===== src/rtl/gr_mem_wr_arbiter.sv =====
// Round-robin arbiter feeding BL-word bursts from two FWFT FIFOs to one memory write port; cmd one cycle after grant.
// Stalls on cmd_rdy / wr_data_rdy; a granted burst always runs to completion; FIFO pops follow wr_data_rdy.
module gr_mem_wr_arbiter #(
    parameter int BL = 16,
    parameter int AW = 22,
    parameter int DW = 36,
    parameter int LW = 16
) (
    input  logic          rd_clk,
    input  logic          rd_rst_n,
    input  logic          enable,
    input  logic [AW-1:0] cfg_base0,
    input  logic [AW-1:0] cfg_base1,
    input  logic [LW-1:0] cfg_len0,
    input  logic [LW-1:0] cfg_len1,
    input  logic          restart0,
    input  logic          restart1,
    input  logic          burst_avail0,
    input  logic          burst_avail1,
    output logic          burst_rd_en0,
    output logic          burst_rd_en1,
    input  logic [DW-1:0] burst_rd_data0,
    input  logic [DW-1:0] burst_rd_data1,
    output logic          cmd_en,
    output logic [AW-1:0] cmd_addr,
    input  logic          cmd_rdy,
    output logic          wr_data_en,
    output logic [DW-1:0] wr_data,
    input  logic          wr_data_rdy,
    output logic [1:0]    grant,
    output logic          busy,
    output logic          err_len
);

    localparam int CW = (BL > 1) ? $clog2(BL) : 1;

    typedef enum logic [1:0] {IDLE, CMD, DATA, NEXT} state_t;

    state_t        state_q, state_d;
    logic [1:0]    grant_q, grant_d;
    logic          prio_q, prio_d;
    logic [AW-1:0] cmd_addr_q, cmd_addr_d;
    logic [CW-1:0] cnt_q, cnt_d;
    logic          err_q, err_d;
    logic [AW-1:0] addr_q [2];
    logic [AW-1:0] addr_d [2];
    logic [LW-1:0] idx_q [2];
    logic [LW-1:0] idx_d [2];
    logic [1:0]    pend_q, pend_d;

    logic [AW-1:0] base [2];
    logic [LW-1:0] len_eff [2];
    logic [1:0]    restart;
    logic          req, pick1, avail_g, last_word;

    assign base[0]    = cfg_base0;
    assign base[1]    = cfg_base1;
    assign len_eff[0] = (cfg_len0 == '0) ? LW'(1) : cfg_len0;
    assign len_eff[1] = (cfg_len1 == '0) ? LW'(1) : cfg_len1;
    assign restart    = {restart1, restart0};

    assign req       = enable & (burst_avail0 | burst_avail1);
    assign pick1     = (burst_avail0 & burst_avail1) ? prio_q : burst_avail1;
    assign avail_g   = grant_q[1] ? burst_avail1 : burst_avail0;
    assign last_word = (cnt_q == CW'(BL - 1));

    always_ff @(posedge rd_clk) begin
        if (!rd_rst_n) begin
            state_q <= IDLE;
        end else begin
            state_q <= state_d;
        end
    end

    always_comb begin
        state_d = state_q;
        case (state_q)
            IDLE:    if (req) state_d = CMD;
            CMD:     if (cmd_rdy) state_d = DATA;
            DATA:    if (wr_data_rdy && last_word) state_d = NEXT;
            NEXT:    state_d = IDLE;
            default: state_d = IDLE;
        endcase
    end

    always_comb begin
        grant_d    = grant_q;
        prio_d     = prio_q;
        cmd_addr_d = cmd_addr_q;
        cnt_d      = cnt_q;
        err_d      = err_q;
        pend_d     = pend_q;
        for (int p = 0; p < 2; p++) begin
            addr_d[p] = addr_q[p];
            idx_d[p]  = idx_q[p];
            // A granted port defers its reload to NEXT so the running burst keeps its address
            if (restart[p]) begin
                if (grant_q[p]) begin
                    pend_d[p] = 1'b1;
                end else begin
                    addr_d[p] = base[p];
                    idx_d[p]  = '0;
                end
            end
        end
        case (state_q)
            IDLE: begin
                cnt_d = '0;
                if (req) begin
                    grant_d = pick1 ? 2'b10 : 2'b01;
                    if (pick1) cmd_addr_d = restart[1] ? base[1] : addr_q[1];
                    else       cmd_addr_d = restart[0] ? base[0] : addr_q[0];
                end
            end
            DATA: begin
                if (wr_data_rdy) cnt_d = cnt_q + CW'(1);
                if (!avail_g && !last_word) err_d = 1'b1;
            end
            NEXT: begin
                for (int p = 0; p < 2; p++) begin
                    if (grant_q[p]) begin
                        pend_d[p] = 1'b0;
                        if (pend_q[p] || restart[p] || (idx_q[p] + LW'(1) == len_eff[p])) begin
                            addr_d[p] = base[p];
                            idx_d[p]  = '0;
                        end else begin
                            addr_d[p] = addr_q[p] + AW'(BL);
                            idx_d[p]  = idx_q[p] + LW'(1);
                        end
                    end
                end
                prio_d  = grant_q[0];
                grant_d = 2'b00;
            end
            default: ;
        endcase
    end

    always_ff @(posedge rd_clk) begin
        if (!rd_rst_n) begin
            grant_q    <= '0;
            prio_q     <= 1'b0;
            cmd_addr_q <= '0;
            cnt_q      <= '0;
            err_q      <= 1'b0;
            pend_q     <= '0;
            for (int p = 0; p < 2; p++) begin
                addr_q[p] <= base[p];
                idx_q[p]  <= '0;
            end
        end else begin
            grant_q    <= grant_d;
            prio_q     <= prio_d;
            cmd_addr_q <= cmd_addr_d;
            cnt_q      <= cnt_d;
            err_q      <= err_d;
            pend_q     <= pend_d;
            for (int p = 0; p < 2; p++) begin
                addr_q[p] <= addr_d[p];
                idx_q[p]  <= idx_d[p];
            end
        end
    end

    always_comb begin
        cmd_en       = (state_q == CMD);
        cmd_addr     = cmd_addr_q;
        wr_data_en   = (state_q == DATA);
        wr_data      = '0;
        burst_rd_en0 = 1'b0;
        burst_rd_en1 = 1'b0;
        if (state_q == DATA) begin
            wr_data      = grant_q[1] ? burst_rd_data1 : burst_rd_data0;
            burst_rd_en0 = grant_q[0] & wr_data_rdy;
            burst_rd_en1 = grant_q[1] & wr_data_rdy;
        end
        grant   = grant_q;
        busy    = (state_q != IDLE);
        err_len = err_q;
    end

endmodule

===== config.mk =====
export PLATFORM = sky130hd
export DESIGN_NAME = gr_mem_wr_arbiter
export DESIGN_NICKNAME = d
export VERILOG_FILES = /design/src/rtl/gr_mem_wr_arbiter.sv
export SDC_FILE = /design/constraint.sdc
export NUM_CORES = 1
export LEC_CHECK = 0
export CAP_MARGIN = 20
export CORE_ASPECT_RATIO = 1.75
export CORE_MARGIN = 1
export CORE_UTILIZATION = 40
export CTS_BUF_LIST = sky130_fd_sc_hd__clkbuf_4
export CTS_CLUSTER_DIAMETER = 100
export DETAILED_ROUTE_END_ITERATION = 10
export PLACE_DENSITY = 0.66
export SYNTH_ARGS = -nofsm -noshare
export SYNTH_HDL_FRONTEND = slang
export SYNTH_SLANG_ARGS = --single-unit

===== constraint.sdc =====
create_clock -name rd_clk -period 5.8 [get_ports rd_clk]
set_clock_uncertainty 0.2 [all_clocks]
set_input_delay 0.58 -clock rd_clk [delete_from_list [all_inputs] [get_ports rd_clk]]
set_output_delay 0.58 -clock rd_clk [all_outputs]
set_load 0.1 [all_outputs]

### After elaboration in Yosys (flattened, before gate mapping)

Memory sizes are Yosys's and may differ from the RTL's.
Index checks and enable logic that the tools add are counted.

| operators by class | value |
|---|---|
| eq/ne operators | 10 |
| add/subtract/negate cells | 5 |
| reductions and logical operators | 19 |
| mux-type cells | 51 |
| shifts and indexed selects | 0 |
| div/mod/pow operators | 0 |
| order comparisons | 0 |
| multipliers | 0 |
| bitwise operators | 9 |

Operators with widths:

| kind | count |
|---|---|
| 22-bit two-way mux | 13 |
| 16-bit two-way mux | 12 |
| 36-bit two-way mux | 2 |
| 22-bit by 5-bit adder with 22-bit output, second input constant | 2 |
| 44-bit two-way mux | 1 |
| 16-bit by 1-bit adder with 16-bit output, second input constant | 2 |
| 16-bit == test | 2 |
| 16-bit logical NOT | 2 |
| 32-bit two-way mux | 1 |
| 1-bit two-way mux | 12 |
| 2-bit two-way mux | 6 |
| 2-bit case mux with 4 select lines | 1 |
| 4-bit case mux with 2 select lines | 1 |
| 2-bit AND reduction | 4 |
| 2-bit by 1-bit inequality test with 1-bit output, second input constant | 3 |
| 2-bit nonzero test | 3 |
| 1-bit OR | 5 |
| 4-bit by 1-bit adder with 4-bit output, second input constant | 1 |
| 1-bit AND | 4 |
| 2-bit == test, second input constant | 2 |
| 4-bit == test, second input constant | 1 |
| 1-bit logical OR | 4 |
| 4-bit two-way mux | 1 |
| 2-bit case mux with 2 select lines | 1 |
| 6 further kinds | 8 |

| storage, ports and cells | value |
|---|---|
| bits of input ports | 157 |
| word-level logic and storage cells | 103 |
| bits in latches | 0 |
| memory bits (read-only) | 0 |
| RAM bits | 76 |
| flip-flop bits (word level) | 34 |
| memories | 2 |
| output and inout bits | 66 |

Memory list:

| memory | depth | bits a word | read ports | clocked after Yosys merged registers in | wr ports | line | text |
|---|---|---|---|---|---|---|---|
| addr_q | 2 | 22 | 2 | 0 | 2 | 45 | `logic [AW-1:0] addr_q [2];` |
| idx_q | 2 | 16 | 2 | 0 | 2 | 47 | `logic [LW-1:0] idx_q [2];` |

### Longest topological paths before layout

| depth | value |
|---|---|
| depth after elaboration | 8 |
| gate-level depth with buffers | 13 |

### Worst setup path after synthesis

OpenSTA, ideal clock, no wires.

| path | value |
|---|---|
| path kind | reg2out |
| start point | reg grant_q[1], in the netlist grant[1] |
| end point | out wr_data[0] |
| stages on the path, launching flop included | 5 |
| arrival | 3.225 ns |
| setup slack | 1.795 ns |
| buffers on the path | 2 |
| cells stage by stage | dfxtp_1 -> clkbuf_1 -> clkbuf_1 -> mux2i_1 -> nor2b_1 |

| on the way | value |
|---|---|
| word-level cells in the longest chain between the ends | 2 |

Ends and longest elaborated chain:

| what | line | text |
|---|---|---|
| start: declaration | 40 | `logic [1:0] grant_q, grant_d;` |
| start signal: assignment | 152 | `grant_q <= grant_d;` |
| 36-bit two-way mux | 173 | `wr_data = grant_q[1] ? burst_rd_data1 : burst_rd_data0;` |
| 36-bit two-way mux | 172 | `if (state_q == DATA) begin` |
| end: declaration | 28 | `output logic [DW-1:0] wr_data,` |

Every way passes these cells.

### Final worst setup path

| path | value |
|---|---|
| start point | reg state_q[0] |
| end point | out wr_data[30] |

| on the way | value |
|---|---|
| word-level cells in the longest chain between the ends | 2 |

Ends and longest elaborated chain:

| what | line | text |
|---|---|---|
| start: declaration | 39 | `state_t state_q, state_d;` |
| start signal: assignment | 71 | `state_q <= state_d;` |
| 2-bit == test | 172 |  |
| 36-bit two-way mux | 172 |  |

Every way passes these cells.

==> results.ini <==
[timing]
final-setup-viol-count=0
fin_crit_ns=4.23
worst_pin_slew_ns=1.12
fin_ws_ns=1.57
rsz0062_at_grt=false
fmax_mhz=236
slew_violations=0
finalHoldViolations=0
slew-limit-headroom=0.252
period_share=0.730
timing.setup.tns_ns=0

[placed_design]
gp_congestion=0.898
place_ws_ns=1.74
post-dp-hpwl_um=21300
placedInstanceArea_um2=10200
port_buffers=222

[global_routing]
grtUsageMet3=0.0429
overflow=0
grt_pass1_vias=8139
antenna_found_initial=1
grtUsageTotal=0.273
use_met1=0.287
grt_use_met2=0.484
top_usage_layer=met2
grt_max_degree=58
grt_pass1_wl_um=42700

[routing]
drc=0
drt-initial-drc-count=452
post_drt_wl_per_cell_um=19.3
detail-route-antenna-nets=0
vias_per_cell=5.81
wl_um=27500
detail_route.first_pass.iterations=5
routed-via-count=8287

[clock_tree]
post-cts-setup-buffers=0
htree_num_levels=3
insertion_delay_ns=0.49
cts.clk_slew.worst_paths_ns=0.17
cts_buffer_depth=2
ctsHoldBuffers=0
cts_tree=yes
cts_resized=0
numCtsBuffers=9
cts-root-buf=clkbuf_4
cts_sinks=110

[logic_synthesis]
syn_nets=1179
yosysTopAreaCell=dfxtp_1
synth.area.top_cells=dfxtp_1 (26%), mux2i_1 (7.8%), nor2b_1 (5.1%), a211oi_1 (4.6%), nor2_1 (4.5%)
yosys_warnings=0
ys_seq_area_frac=0.288
yosysMostFrequentCell=dfxtp_1
yosysTopAreaCellShare=0.258
yosys_register_bits=110
yosys-top-cells-count=dfxtp_1 (102), nor2_1 (95), nand2_1 (78)
syn_area_um2=7930
syn_avg_cell_area_um2=7.82
netlist_instances=1013
synth_edf_count=8
ys_async_sr_fraction=0
yosysUniqueCellTypes=74
ys.flop_type=dfxtp_1

[critical_path]
r2r_cells=12
cp.required_ns=5.02
path_cells=inv_1 -> ha_1 -> buf_4 -> nor2b_1 -> clkdlybuf4s50_1
slowest_delay_ns=1.15
startpoint_type=flop
crit_family=buffers and inverters
crit_arrival_ns=3.45
crit_buf_inv=3
endpoint_kind=primary output
path_depth=5
crit_fanout=30
crit_type=reg -> out
critPathSlowestCell=clkdlybuf4s50_1

[power]
p_leak_uw=0.00366
powerDensity_nw_per_um2=290
ir_worst_vdd_mv=0.260

[min_path]
hold_path_class=reg -> reg
min_path_cells=2

[final_layout]
syn_to_final_growth_pct=30.8
fillers=1933
post_route_cells_drive_above_1_share=0.0465
nets=1345
fin_area_um2=10400

[outcome]
status=completed

[job]
cap_violations=0

[floorplan]
core_area_um2=19300
fp-row-count=67
ios=223
fp.dieH_um=188
die_w_um=108
start_util=0.411
die_area_um2=20400

[layout by cell type, fill, tap and decap left out, types with 10 or more instances in the layout]
cell type        Yosys  routed
a31oi_1             13      13
buf_4                2      10
a21oi_1             61      61
nor4_1              10      10
nor2b_1             64      64
dfxtp_1            102     101
nand2_1             78      78
inv_1               15      15
o22ai_1             31      31
clkdlybuf4s50_1      0     221
nand3_1             24      24
nand4_1             12      12
o31a_1              10      10
o21ai_0             45      45
xor2_1              21      21
and3_1              22      22
mux2i_1             62      62
nor3_1              28      28
nor2_1              95      95
xnor2_1             35      35
a211oi_1            49      49
[final timing paths]
kind                                   start       endpoint  slack (ns)
worst min register to register        prio_q         prio_q        0.30
worst min-delay path                  prio_q         prio_q        0.30
worst max register to register  idx_q[0][16]  addr_q[0][38]        1.83
worst max-delay path              state_q[0]    wr_data[30]        1.57
[cell families after synthesis]
| logic type | synth area share |
|---|---|
| xor gates and xnor gates | 0.0647 |
| muxes | 0.0783 |
| DFF | 0.288 |
| and+or+nand+nor | 0.265 |
| AOI/OAI and AO/OA | 0.240 |
| adders and majority gates | 0.0142 |
| buffers and inverters | 0.0493 |
[final cells by class]
type / count / area, um2 / area share
diodes: 1 / 2.50 / 0.000241
flip-flops and latches: 110 / 2280 / 0.220
inverters: 16 / 61.3 / 0.00591
multi-input cells: 810 / 5260 / 0.508
well taps: 241 / 302 / 0.0291
clock buffers: 9 / 67.6 / 0.00652
repair buffers: 232 / 2290 / 0.221
clock inverters: 7 / 97.6 / 0.00941
[registers in the layout, indices dropped and copies added, names as in the netlist]
| register | cells |
|---|---|
| addr_q | 44 |
| idx_q | 32 |
| cmd_addr | 22 |
| cnt_q | 4 |
| grant | 2 |
| pend_q | 2 |
| state_q | 2 |
| err_len | 1 |
| prio_q | 1 |
[through the flow]
stage | instances | util | hold WS [ns] | power (uW)
after detailed placement | 1409 | 0.529 | 0.262 | 2560
after floorplan | 1013 | - | 0.238 | 2110
after global placement | 1409 | 0.529 | 0.254 | 2560
after CTS | 1425 | 0.538 | 0.292 | 3020
after global routing | 1426 | 0.538 | 0.325 | 3140
final | 1426 | 0.538 | 0.296 | 3000
[worst reg2reg max path, cell delays in order (launching register included)]
cell,delay (ns)
dfxtp_1,0.46
ha_1,0.32
nand4_4,0.24
or4_1,0.59
a21oi_1,0.18
a211oi_1,0.07
nand4_1,0.10
o21a_2,0.31
and2_4,0.31
clkinv_2,0.44
a31o_2,0.40
a21oi_1,0.17
a311oi_1,0.07
[report_power, final]
| part | switching (uW) | leakage (uW) | total [uW] | internal (uW) |
|---|---|---|---|---|
| registers | 116 | 0.000924 | 975 | 859 |
| clock network | 278 | 0.0000842 | 454 | 176 |
| logic | 1080 | 0.00265 | 1570 | 493 |
| total | 1480 | 0.00366 | 3000 | 1530 |
[per-layer routing]
layer / vias to the layer above / wire, um
li1: 4049 / -
met2: 359 / 13800
met1: 3801 / 10000
met4: 0 / 2050
met3: 78 / 1560
met5: - / 0
Power figures use the tool's default switching activity.
